$ cat config.mk
export PLATFORM = sky130hd
export DESIGN_NAME = pipeline_hazard_ctrl
export DESIGN_NICKNAME = d
export VERILOG_FILES = /design/src/rtl/pipeline_hazard_ctrl.sv
export SDC_FILE = /design/constraint.sdc
export NUM_CORES = 1
export LEC_CHECK = 0
export CORE_UTILIZATION = 29
export DETAILED_ROUTE_END_ITERATION = 6
export GPL_TIMING_DRIVEN = 0
export PLACE_DENSITY_LB_ADDON = 0.1
export SYNTH_ARGS = -nofsm -noshare
export SYNTH_HDL_FRONTEND = slang
export SYNTH_SLANG_ARGS = --single-unit
$ cat constraint.sdc
create_clock -name clk -period 2.1 [get_ports clk]
set_clock_uncertainty 0.05 [all_clocks]
set_input_delay 0.42 -clock clk [delete_from_list [all_inputs] [get_ports clk]]
set_output_delay 0.42 -clock clk [all_outputs]
set_load 0.005 [all_outputs]
$ cat src/rtl/pipeline_hazard_ctrl.sv
// -----------------------------------------------------------------------------
// pipeline_hazard_ctrl
//
// Hazard controller for a 5-stage MIPS pipeline (IF/ID/EX/MEM/WB). It sits
// beside the pipeline registers and performs three jobs:
//   - Load-use hazards: holds PC and IF/ID and inserts bubbles into ID/EX for
//     LOAD_STALL_CYCLES cycles.
//   - Control hazards: flushes wrong-path instructions. A taken branch is
//     resolved in MEM, jr in EX, and j/jal in ID. Priority is
//     branch > jr > jump > load-use.
//   - ALU operand forwarding: EX/MEM has priority over MEM/WB, and $zero is
//     never forwarded.
//
// Parameters
//   LOAD_STALL_CYCLES  bubbles per load-use hazard (1..3)
//   CNT_WIDTH          width of the performance counters
//
// Configuration macro
//   HAZARD_PERF_CNT_EN  when defined, stall_count/flush_count are saturating
//                       counters. When undefined, both are tied to zero.
//
// Ports
//   clk, reset                     clock, asynchronous active-low reset
//   id_rs, id_rt, id_uses_rt       source operands of the ID instruction
//   id_jump                        j/jal decoded in ID
//   ex_rs, ex_rt, ex_rd            register fields of the EX instruction
//   ex_mem_read, ex_jr             EX instruction is a load / a resolved jr
//   mem_reg_write, mem_rd          MEM-stage writeback
//   mem_branch_tkn                 taken beq/bne resolved in MEM
//   wb_reg_write, wb_rd            WB-stage writeback
//   pc_write, if_id_write          load enables for PC and IF/ID
//   if_id_flush, id_ex_flush,
//   ex_mem_flush                   pipeline-register flushes
//   fwd_a, fwd_b                   operand select: 00 regfile, 10 EX/MEM,
//                                  01 MEM/WB
//   stall_count, flush_count       performance counters
// -----------------------------------------------------------------------------
module pipeline_hazard_ctrl #(
  parameter int LOAD_STALL_CYCLES = 1,
  parameter int CNT_WIDTH         = 16
) (
  input  logic                 clk,
  input  logic                 reset,
  input  logic [4:0]           id_rs,
  input  logic [4:0]           id_rt,
  input  logic                 id_uses_rt,
  input  logic                 id_jump,
  input  logic [4:0]           ex_rs,
  input  logic [4:0]           ex_rt,
  input  logic                 ex_mem_read,
  input  logic [4:0]           ex_rd,
  input  logic                 ex_jr,
  input  logic                 mem_reg_write,
  input  logic [4:0]           mem_rd,
  input  logic                 mem_branch_tkn,
  input  logic                 wb_reg_write,
  input  logic [4:0]           wb_rd,
  output logic                 pc_write,
  output logic                 if_id_write,
  output logic                 if_id_flush,
  output logic                 id_ex_flush,
  output logic                 ex_mem_flush,
  output logic [1:0]           fwd_a,
  output logic [1:0]           fwd_b,
  output logic [CNT_WIDTH-1:0] stall_count,
  output logic [CNT_WIDTH-1:0] flush_count
);

  typedef enum logic {
    RUN   = 1'b0,
    STALL = 1'b1
  } state_e;

  // Loaded on entry to STALL. The hazard cycle itself is the first bubble,
  // so STALL covers the remaining LOAD_STALL_CYCLES-1 bubbles.
  localparam logic [1:0] STALL_INIT = 2'(LOAD_STALL_CYCLES - 1);

  state_e     state_q, state_d;
  logic [1:0] stall_cnt_q, stall_cnt_d;
  logic       hz;

  assign hz = ex_mem_read && (ex_rd != 5'd0) &&
              ((ex_rd == id_rs) || (id_uses_rt && (ex_rd == id_rt)));

  // Stall/flush decode and FSM next state.
  // NOTE: a combinational block assigns a default to every output and next-state
  // signal first, so that no path leaves a value unassigned and infers a latch.
  always_comb begin
    pc_write     = 1'b1;
    if_id_write  = 1'b1;
    if_id_flush  = 1'b0;
    id_ex_flush  = 1'b0;
    ex_mem_flush = 1'b0;
    state_d      = state_q;
    stall_cnt_d  = stall_cnt_q;

    if (mem_branch_tkn) begin
      if_id_flush  = 1'b1;
      id_ex_flush  = 1'b1;
      ex_mem_flush = 1'b1;
      state_d      = RUN;
      stall_cnt_d  = 2'd0;
    end else if (ex_jr) begin
      if_id_flush  = 1'b1;
      id_ex_flush  = 1'b1;
      state_d      = RUN;
      stall_cnt_d  = 2'd0;
    end else if (id_jump) begin
      if_id_flush  = 1'b1;
      state_d      = RUN;
      stall_cnt_d  = 2'd0;
    end else if (state_q == STALL) begin
      // The bubble continues whether or not hz is still visible.
      pc_write     = 1'b0;
      if_id_write  = 1'b0;
      id_ex_flush  = 1'b1;
      stall_cnt_d  = stall_cnt_q - 2'd1;
      if (stall_cnt_q <= 2'd1) begin
        state_d     = RUN;
        stall_cnt_d = 2'd0;
      end
    end else if (hz) begin
      pc_write     = 1'b0;
      if_id_write  = 1'b0;
      id_ex_flush  = 1'b1;
      if (LOAD_STALL_CYCLES > 1) begin
        state_d     = STALL;
        stall_cnt_d = STALL_INIT;
      end
    end

    // The pipeline stays frozen and cleared for as long as reset is asserted.
    if (!reset) begin
      pc_write     = 1'b0;
      if_id_write  = 1'b0;
      if_id_flush  = 1'b1;
      id_ex_flush  = 1'b1;
      ex_mem_flush = 1'b1;
    end
  end

  // NOTE: sequential state uses non-blocking assignments, so that every flop
  // samples values from before the clock edge.
  always_ff @(posedge clk or negedge reset) begin
    if (!reset) begin
      state_q     <= RUN;
      stall_cnt_q <= 2'd0;
    end else begin
      state_q     <= state_d;
      stall_cnt_q <= stall_cnt_d;
    end
  end

  // Forwarding: the newer result in EX/MEM wins over MEM/WB.
  always_comb begin
    fwd_a = 2'b00;
    fwd_b = 2'b00;
    if (mem_reg_write && (mem_rd != 5'd0) && (mem_rd == ex_rs))
      fwd_a = 2'b10;
    else if (wb_reg_write && (wb_rd != 5'd0) && (wb_rd == ex_rs))
      fwd_a = 2'b01;
    if (mem_reg_write && (mem_rd != 5'd0) && (mem_rd == ex_rt))
      fwd_b = 2'b10;
    else if (wb_reg_write && (wb_rd != 5'd0) && (wb_rd == ex_rt))
      fwd_b = 2'b01;
    if (!reset) begin
      fwd_a = 2'b00;
      fwd_b = 2'b00;
    end
  end

`ifdef HAZARD_PERF_CNT_EN
  logic [CNT_WIDTH-1:0] stall_count_q, flush_count_q;
  logic                 any_flush;

  assign any_flush = if_id_flush | id_ex_flush | ex_mem_flush;

  // Saturating counters. Reset cycles are excluded because the flops are held
  // in reset while the outputs show their reset values.
  always_ff @(posedge clk or negedge reset) begin
    if (!reset) begin
      stall_count_q <= '0;
      flush_count_q <= '0;
    end else begin
      if (!pc_write && (stall_count_q != '1))
        stall_count_q <= stall_count_q + 1'b1;
      if (any_flush && (flush_count_q != '1))
        flush_count_q <= flush_count_q + 1'b1;
    end
  end

  assign stall_count = stall_count_q;
  assign flush_count = flush_count_q;
`else
  assign stall_count = '0;
  assign flush_count = '0;
`endif

endmodule

==> results.json, run 1 <==
{
  "overflow": 0,
  "dpl.hpwl_um": 1910,
  "vias": 964,
  "rrSetupSlack_ns": 1.28,
  "slowest_stage": "or4_4",
  "synth.distinct_cells": 25,
  "wl_per_cell_um": 10.8,
  "io_pins": 85,
  "clkSinkCount": 3,
  "layout_common_cells": "51 x buf_4, 32 x conb_1, 22 x xor2_1",
  "rsz0062_at_grt": "yes",
  "clock_path_buffers": 2,
  "synth_edf_count": 0,
  "crit_fanout": 2,
  "drc_errors": 0,
  "reg2reg_depth": 2,
  "start_util_pct": 31.8,
  "internal_power_mw": 0.276,
  "hold_path_class": "reg2reg",
  "numCtsBuffers": 3,
  "die_y_um": 55.3,
  "crit_path_end_kind": "output pin",
  "combPwrFrac_pct": 61.5,
  "grt_pass1_wl_um": 4270,
  "final_core_util_pct": 63.6,
  "clock_latency_ns": 0.23,
  "synth.avg_cell_area_um2": 7.99,
  "vias_per_cell": 4.07,
  "multi_input_area_um2": 706,
  "cp_cell_sequence": "clkdlybuf4s15_2 > xor2_1 > or4_4 > nor4_2 > buf_2",
  "synth_compound_area_share_pct": 6.99,
  "switching_share_pct": 33.4,
  "timing.rr.end": "stall_cnt_q[0]$_DFFE_PN0P_",
  "arrival_ns": 1.71,
  "synthArstFlopShare_pct": 100,
  "postRouteWirelength_um": 2570,
  "outcome": "finished with violations",
  "synth_cells": 103,
  "pre_cts_ws_ns": -0.888,
  "h-tree-depth": 1,
  "synth_seq_area_share_pct": 9.12,
  "slew_violations": 0,
  "core_area_um2": 2590,
  "layout_commonest_cell": "buf_4",
  "ys.flop_type": "dfrtp_1",
  "clockRootBuffer": "clkbuf_4",
  "first_global_vias": 1049,
  "p_seq_share_pct": 14.0,
  "p_leak_nw": 0.850,
  "critPathMaxStageDelay_ns": 0.52,
  "max-vdd-ir-drop_v": 0.000332,
  "hold-worst-slack_ns": 0.482,
  "crit_required_ns": 1.63,
  "synth_top_family_by_area": "XOR/XNOR gates",
  "seq_area_um2": 75.1,
  "placed_cells": 216,
  "yosys.area_share.xor_xnor_pct": 31.9,
  "cts_tree": "done",
  "antenna_left": 0,
  "hold_viol": 0,
  "p_per_area_nw_per_um2": 252,
  "synth_warnings": 0,
  "n_fill_cell": 233,
  "switching_power_mw": 0.138,
  "std_cell_rows": 18,
  "power_frac_clock_pct": 24.5,
  "syn2layout_area_growth_pct": 100,
  "violations": "setup timing",
  "gp_congestion": 0.874,
  "synth_area_um2": 823,
  "yosys.area_share.simple_pct": 20.5,
  "diodes": 0,
  "worstSetupStartpointType": "input pin",
  "dieArea_um2": 3060,
  "setup_violations": 4,
  "crit_path_start": "ex_rs[3]",
  "layout-drive-gt1-share_pct": 47.8,
  "setup_slack_ns": -0.0804,
  "min_period_ns": 2.18,
  "path_buf_inv": 2,
  "fin_nets": 252,
  "drt_iter0_markers": 21,
  "die_x_um": 55.3,
  "io_buffers": 52,
  "grt_max_degree": 7,
  "grt_use_total_pct": 17.2,
  "max_freq_mhz": 459,
  "antenna_found_initial": 0,
  "fin_cells": 237,
  "critical_path_class": "in2out",
  "final.period_utilization_pct": 104,
  "worstReg2RegStart": "state_q$_DFF_PN0_",
  "dr.pass1.iters": 4,
  "synthAdderAreaFrac_pct": 0,
  "path_clk_slew_ns": 0.04,
  "synthMuxAreaShare_pct": 0,
  "path_depth": 5,
  "synth-seq-cells": 3,
  "path_delay_family": "simple AND/OR/NAND/NOR gates",
  "cap_violations": 0,
  "worstSetupEndpoint": "fwd_a[0]"
}
timing repair:
action                                  CTS  global route
gates resized for setup                 159            12
endpoints found under the setup margin    9             8
hold endpoints to repair                  3             0
hold buffers                              1             0
setup buffers                            13             3
pin swaps                                24             9
layout make-up:
| cell class | instances | area share, % |
|---|---|---|
| multi-input combinational | 96 | 42.8 |
| timing repair buffer | 69 | 33.3 |
| clock buffer | 4 | 1.59 |
| buffer | 33 | 15.0 |
| tap | 30 | 2.28 |
| sequential | 3 | 4.56 |
| inverter | 2 | 0.456 |
worst min-delay path by stage:
stage                          startpoint                    endpoint  depth (start not counted)
6_report                state_q$_DFF_PN0_  stall_cnt_q[1]$_DFFE_PN0P_                          1
5_1_grt        stall_cnt_q[1]$_DFFE_PN0P_  stall_cnt_q[1]$_DFFE_PN0P_                          2
4_1_cts                 state_q$_DFF_PN0_  stall_cnt_q[1]$_DFFE_PN0P_                          1
3_5_place_dp   stall_cnt_q[1]$_DFFE_PN0P_  stall_cnt_q[1]$_DFFE_PN0P_                          2
3_3_place_gp   stall_cnt_q[1]$_DFFE_PN0P_  stall_cnt_q[1]$_DFFE_PN0P_                          2
2_1_floorplan                       reset  stall_cnt_q[0]$_DFFE_PN0P_                          0
synthesized netlist by cell type, types with 2 or more instances:
cell type	instances	area (um2)
dfrtp_1	3	75.1
xnor2_1	7	61.3
and2_2	2	15.0
inv_1	2	7.51
or4_1	5	37.5
xor2_1	23	201
nor3_1	3	15.0
a21oi_1	2	10.0
nand3_1	3	15.0
nand2_1	2	7.51
nand2b_1	2	12.5
buf_4	33	248
nor4_2	2	25.0
nor4_1	3	18.8
kinds of logic (layout without fill, tap and decap cells):
family,count (synthesis),after routing
flops,3,3
buf+inv,35,108
xor+xnor,30,30
simple gates,26,26
other cells,1,32
compound gates,8,8
power by group through the flow:
stage	Sequential (mW)	Combinational (mW)	Clock [mW]
after floorplan	0.0589	0.113	0
after global placement	0.0589	0.233	0
after detailed placement	0.0589	0.233	0
after CTS	0.0581	0.239	0.103
after global routing	0.0581	0.277	0.114
final	0.0581	0.255	0.101
layer usage:
metal | vias up | global-route usage (%) | part of all wire, %
met4 | 0 | 5.36 | 0.51
met5 | - | 0 | 0
met3 | 2 | 6.79 | 13
met1 | 401 | 17.2 | 37
met2 | 70 | 32.0 | 49
li1 | 491 | - | -
registers in the layout, summed over array words and instances (netlist names):
signal	count
stall_cnt_q	2
state_q	1
metrics by stage:
stage | setup TNS [ns] | area (um2) | total power [mW]
floorplan | 0 | 940 | 0.172
global placement | -6.04 | 1500 | 0.291
detailed placement | -6.06 | 1500 | 0.292
CTS | -0.315 | 1600 | 0.401
global route | -0.391 | 1650 | 0.449
finish | -0.213 | 1650 | 0.415
Power figures use the tool's default switching activity.
==> run 2, diff against run 1 <==
--- a/config.mk
+++ b/config.mk
@@ -9,6 +9,7 @@
 export DETAILED_ROUTE_END_ITERATION = 6
 export GPL_TIMING_DRIVEN = 0
 export PLACE_DENSITY_LB_ADDON = 0.1
+export SETUP_SLACK_MARGIN = 0.15
 export SYNTH_ARGS = -nofsm -noshare
 export SYNTH_HDL_FRONTEND = slang
 export SYNTH_SLANG_ARGS = --single-unit
==> run 2 against run 1 <==
Effect of this change: the run still ends with setup timing left; sequential power is essentially flat; clock power about the same; hold slack worse by 0.0040 ns; routed wire length is 0.89% higher; largest power group unchanged.
==> results.json, run 2 (synthesis gave the netlist of run 1 again) <==
{
  "dr_wl_met3_um": 334,
  "final.period_utilization_pct": 101,
  "wl_per_cell_um": 11.0,
  "grt_pass1_wl_um": 4330,
  "critPathMaxStageDelay_ns": 0.33,
  "p_leak_nw": 0.834,
  "top_register": "stall_cnt_q",
  "clock_path_buffers": 2,
  "layout-drive-gt1-share_pct": 49.3,
  "crit_required_ns": 1.63,
  "diodes": 0,
  "largest_register_ffs": 2,
  "hold_viol": 0,
  "n_fill_cell": 238,
  "drt-met1-wl_um": 979,
  "drc_errors": 0,
  "cts_tree": "done",
  "clock_latency_ns": 0.23,
  "worstReg2RegStart": "state_q$_DFF_PN0_",
  "vias_per_cell": 4.01,
  "clkSinkCount": 3,
  "max_freq_mhz": 471,
  "grt_max_degree": 7,
  "io_buffers": 52,
  "vias": 942,
  "rsz0062_at_grt": "yes",
  "placed_cells": 216,
  "final_core_util_pct": 62.9,
  "rrSetupSlack_ns": 1.28,
  "antenna_found_initial": 0,
  "largest_registers": "stall_cnt_q x2, state_q x1",
  "p_per_area_nw_per_um2": 252,
  "dpl.hpwl_um": 1910,
  "syn2layout_area_growth_pct": 97.9,
  "core_area_um2": 2590,
  "slew_violations": 0,
  "drt_iter0_markers": 16,
  "critical_path_class": "in2out",
  "seq_area_um2": 75.1,
  "crit_fanout": 2,
  "start_util_pct": 31.8,
  "outcome": "finished with violations",
  "grt_use_total_pct": 17.4,
  "gp_congestion": 0.874,
  "fin_cells": 235,
  "cp_common_cell": "buf_6",
  "overflow": 0,
  "path_clk_slew_ns": 0.04,
  "slowest_stage": "o311a_1",
  "layout_commonest_cell": "buf_4",
  "dieArea_um2": 3060,
  "min_from": "state_q$_DFF_PN0_",
  "first_global_vias": 1049,
  "die_y_um": 55.3,
  "setup_slack_ns": -0.0234,
  "clockRootBuffer": "clkbuf_4",
  "top_layer_used": "met3",
  "numCtsBuffers": 3,
  "fin_nets": 250,
  "layout_common_cells": "48 x buf_4, 32 x conb_1, 23 x xor2_1",
  "violations": "setup timing",
  "die_x_um": 55.3,
  "postRouteWirelength_um": 2590,
  "min_period_ns": 2.12,
  "setup_violations": 2,
  "reg2reg_depth": 2,
  "io_pins": 85,
  "wl_met2_um": 1280,
  "crit_path_end_kind": "output pin",
  "std_cell_rows": 18,
  "cp_cell_sequence": "buf_6 > xor2_1 > nor4_2 > a32oi_1 > o311a_1 > buf_4 > buf_6",
  "multi_input_area_um2": 707,
  "arrival_ns": 1.65,
  "cap_violations": 0,
  "hold_depth": 1,
  "min_to": "stall_cnt_q[1]$_DFFE_PN0P_",
  "max-vdd-ir-drop_v": 0.000328,
  "hold_path_class": "reg2reg",
  "antenna_left": 0,
  "worstSetupStartpointType": "input pin",
  "h-tree-depth": 1,
  "dr.pass1.iters": 4,
  "timing.rr.end": "stall_cnt_q[0]$_DFFE_PN0P_"
}
-- run 2: per-stage QoR --
step	setup slack, ns	hold WS (ns)	setup TNS [ns]	instance area [um2]	power (mW)
after floorplan	0.153	0.0744	0	940	0.172
after global placement	-0.880	0.454	-6.04	1500	0.291
after detailed placement	-0.888	0.459	-6.06	1500	0.292
after CTS	-0.0591	0.483	-0.104	1600	0.402
after global routing	-0.0694	0.493	-0.181	1630	0.449
final	-0.0234	0.478	-0.0317	1630	0.411
-- run 2: worst max-delay path by stage --
stage | from | to | cells past startpoint
after floorplan | ex_rd[4] | pc_write | 5
after global placement | mem_rd[1] | fwd_a[0] | 6
after detailed placement | reset | fwd_a[0] | 5
after CTS | id_rt[4] | pc_write | 7
after global routing | wb_rd[3] | fwd_b[0] | 5
final | id_rt[4] | pc_write | 7
-- run 2: layout make-up --
type / count / area share, %
multi-input cells: 96 / 43.4
repair buffers: 67 / 32.4
plain buffers: 33 / 15.2
flip-flops and latches: 3 / 4.61
well taps: 30 / 2.30
clock buffers: 4 / 1.61
inverters: 2 / 0.461
-- run 2: repair_timing --
action,CTS,global route
gates resized for setup,172,19
endpoints found under the hold margin,3,0
pin swaps,27,7
hold buffers,1,0
endpoints found under the setup margin,9,8
buffers inserted,13,1
-- run 2: critical path, delay by kind of cell --
kind | cells | cell delay [ns]
buffers and inverters | 3 | 0.33
xor gates and xnor gates | 1 | 0.15
AOI/OAI and AO/OA | 2 | 0.49
and+or+nand+nor | 1 | 0.26
-- run 2: power breakdown --
group          switching (mW)  leakage [nW]  internal, mW
Sequential                  0        0.0419        0.0581
Clock                  0.0286        0.0150        0.0711
Combinational           0.108         0.777         0.145
Total                   0.137         0.834         0.275
-- run 2: metal layers --
layer  vias to the layer above  track usage [%]
li1                        487                -
met1                       385             17.8
met2                        70             32.4
met3                         0             6.56
met4                         0             5.36
met5                         -                0
==> run 3, diff against run 2 <==
--- a/config.mk
+++ b/config.mk
@@ -10,6 +10,8 @@
 export GPL_TIMING_DRIVEN = 0
 export PLACE_DENSITY_LB_ADDON = 0.1
 export SETUP_SLACK_MARGIN = 0.15
+export SKIP_CTS_REPAIR_TIMING = 1
+export SLEW_MARGIN = 10
 export SYNTH_ARGS = -nofsm -noshare
 export SYNTH_HDL_FRONTEND = slang
 export SYNTH_SLANG_ARGS = --single-unit
==> run 3 against run 2 <==
Effect of this change: design area increased by 6.1%; critical path depth unchanged; power increased by 2.0%; register-to-register slack about the same; via count decreased by 3.5%; routed wire length decreased by 0.31%; first-iteration DRC count decreased by 31%; clock power about the same; critical endpoint is now fwd_a[0]; cell count decreased by 3.4%; the flow still finishes with violations (setup timing); count of clock-buffer cells in the layout unchanged.
==> results.json, run 3 (synthesis gave the netlist of run 1 again) <==
{
  "outcome": "finished with violations",
  "violations": "setup timing",
  "setup_slack_ns": -0.142,
  "fin_nets": 242,
  "switching_power_mw": 0.139,
  "diodes": 0,
  "fin_tns_setup_ns": -0.478,
  "grt_use_total_pct": 14.6,
  "p_seq_share_pct": 13.9,
  "antenna_found_initial": 0,
  "top_register": "stall_cnt_q",
  "io_pins": 85,
  "layout-drive-gt1-share_pct": 39.6,
  "arrival_ns": 1.77,
  "setup_violations": 5,
  "dr_wl_met3_um": 320,
  "rsz0062_at_grt": "yes",
  "cap_violations": 0,
  "h-tree-depth": 1,
  "rrSetupSlack_ns": 1.28,
  "overflow": 0,
  "crit_fanout": 2,
  "dieArea_um2": 3060,
  "dr.pass1.iters": 3,
  "gp_congestion": 0.874,
  "start_util_pct": 31.8,
  "die_x_um": 55.3,
  "io_buffers": 52,
  "drt_iter0_markers": 11,
  "pre_cts_ws_ns": -0.888,
  "p_leak_nw": 1.04,
  "layout_common_cells": "40 x buf_4, 32 x conb_1, 30 x dlymetal6s2s_1",
  "top_layer_used": "met3",
  "antenna_left": 0,
  "combPwrFrac_pct": 61.9,
  "max-vdd-ir-drop_v": 0.000356,
  "die_y_um": 55.3,
  "finalPower_mw": 0.419,
  "clock_path_buffers": 2,
  "switching_share_pct": 33.2,
  "internal_power_mw": 0.280,
  "grt_max_degree": 9,
  "reg2reg_depth": 2,
  "slew_violations": 0,
  "clock_latency_ns": 0.23,
  "clkSinkCount": 3,
  "final.period_utilization_pct": 107,
  "std_cell_rows": 18,
  "timing.rr.end": "stall_cnt_q[0]$_DFFE_PN0P_",
  "worstSetupStartpointType": "input pin",
  "n_fill_cell": 220,
  "largest_register_ffs": 2,
  "drt-met1-wl_um": 995,
  "hold-worst-slack_ns": 0.470,
  "power_frac_clock_pct": 24.2,
  "core_area_um2": 2590,
  "crit_path_end_kind": "output pin",
  "path_clk_slew_ns": 0.04,
  "crit_required_ns": 1.63,
  "critical_path_class": "in2out",
  "vias": 909,
  "wl_met2_um": 1270,
  "grt_pass1_wl_um": 3620,
  "numCtsBuffers": 3,
  "syn2layout_area_growth_pct": 110,
  "vias_per_cell": 4.00,
  "max_freq_mhz": 446,
  "cts_tree": "done",
  "min_period_ns": 2.24,
  "postRouteWirelength_um": 2590,
  "hold_viol": 0,
  "p_per_area_nw_per_um2": 242,
  "dpl.hpwl_um": 1910,
  "wl_per_cell_um": 11.4,
  "drc_errors": 0,
  "clockRootBuffer": "clkbuf_4",
  "worstReg2RegStart": "state_q$_DFF_PN0_",
  "largest_registers": "stall_cnt_q x2, state_q x1",
  "crit_path_start": "mem_rd[4]",
  "layout_commonest_cell": "buf_4",
  "worstSetupEndpoint": "fwd_a[0]",
  "first_global_vias": 893,
  "hold_path_class": "in2reg"
}
run 3: cell type report:
cell class	count	area [um2]	share of cell area, %
multi-input combinational	96	734	42.5
timing repair buffer	59	601	34.7
clock buffer	4	26.3	1.52
sequential	3	75.1	4.34
inverter	2	7.51	0.434
tap	30	37.5	2.17
buffer	33	248	14.3
run 3: worst min-delay path by stage:
stage / startpoint / end / slack [ns] / depth (start not counted)
after global placement: stall_cnt_q[1]$_DFFE_PN0P_ / stall_cnt_q[1]$_DFFE_PN0P_ / 0.45 / 2
after floorplan: reset / stall_cnt_q[0]$_DFFE_PN0P_ / 0.07 / 0
after detailed placement: stall_cnt_q[1]$_DFFE_PN0P_ / stall_cnt_q[1]$_DFFE_PN0P_ / 0.46 / 2
after global routing: stall_cnt_q[1]$_DFFE_PN0P_ / stall_cnt_q[1]$_DFFE_PN0P_ / 0.49 / 2
after CTS: reset / stall_cnt_q[0]$_DFFE_PN0P_ / 0.40 / 1
final: mem_branch_tkn / stall_cnt_q[1]$_DFFE_PN0P_ / 0.47 / 4
run 3: power groups by stage:
stage          Clock [mW]  Combinational, mW  Sequential, mW
5_1_grt             0.116              0.281          0.0580
6_report            0.101              0.260          0.0581
2_1_floorplan           0              0.113          0.0589
4_1_cts             0.103              0.235          0.0581
3_5_place_dp            0              0.233          0.0589
3_3_place_gp            0              0.233          0.0589
run 3: layer usage:
metal | GRT usage [%] | up-vias
met5 | 0 | -
met4 | 4.29 | 0
met3 | 6.56 | 0
met2 | 25.1 | 64
met1 | 16.0 | 378
li1 | - | 467
run 3: worst max-delay path, stage by stage:
cell     delay, ns
buf_8         0.09
or4_4         0.53
o21ai_4       0.23
nor4_4        0.07
buf_4         0.14
nor4_2        0.13
buf_2         0.15
run 3: stage by stage:
| step | instances | area, um2 | utilization, % |
|---|---|---|---|
| after global placement | 216 | 1500 | 57.8 |
| after detailed placement | 216 | 1500 | 57.8 |
| after floorplan | 134 | 940 | - |
| after global routing | 227 | 1730 | 66.8 |
| after CTS | 220 | 1520 | 58.8 |
| final | 227 | 1730 | 66.8 |
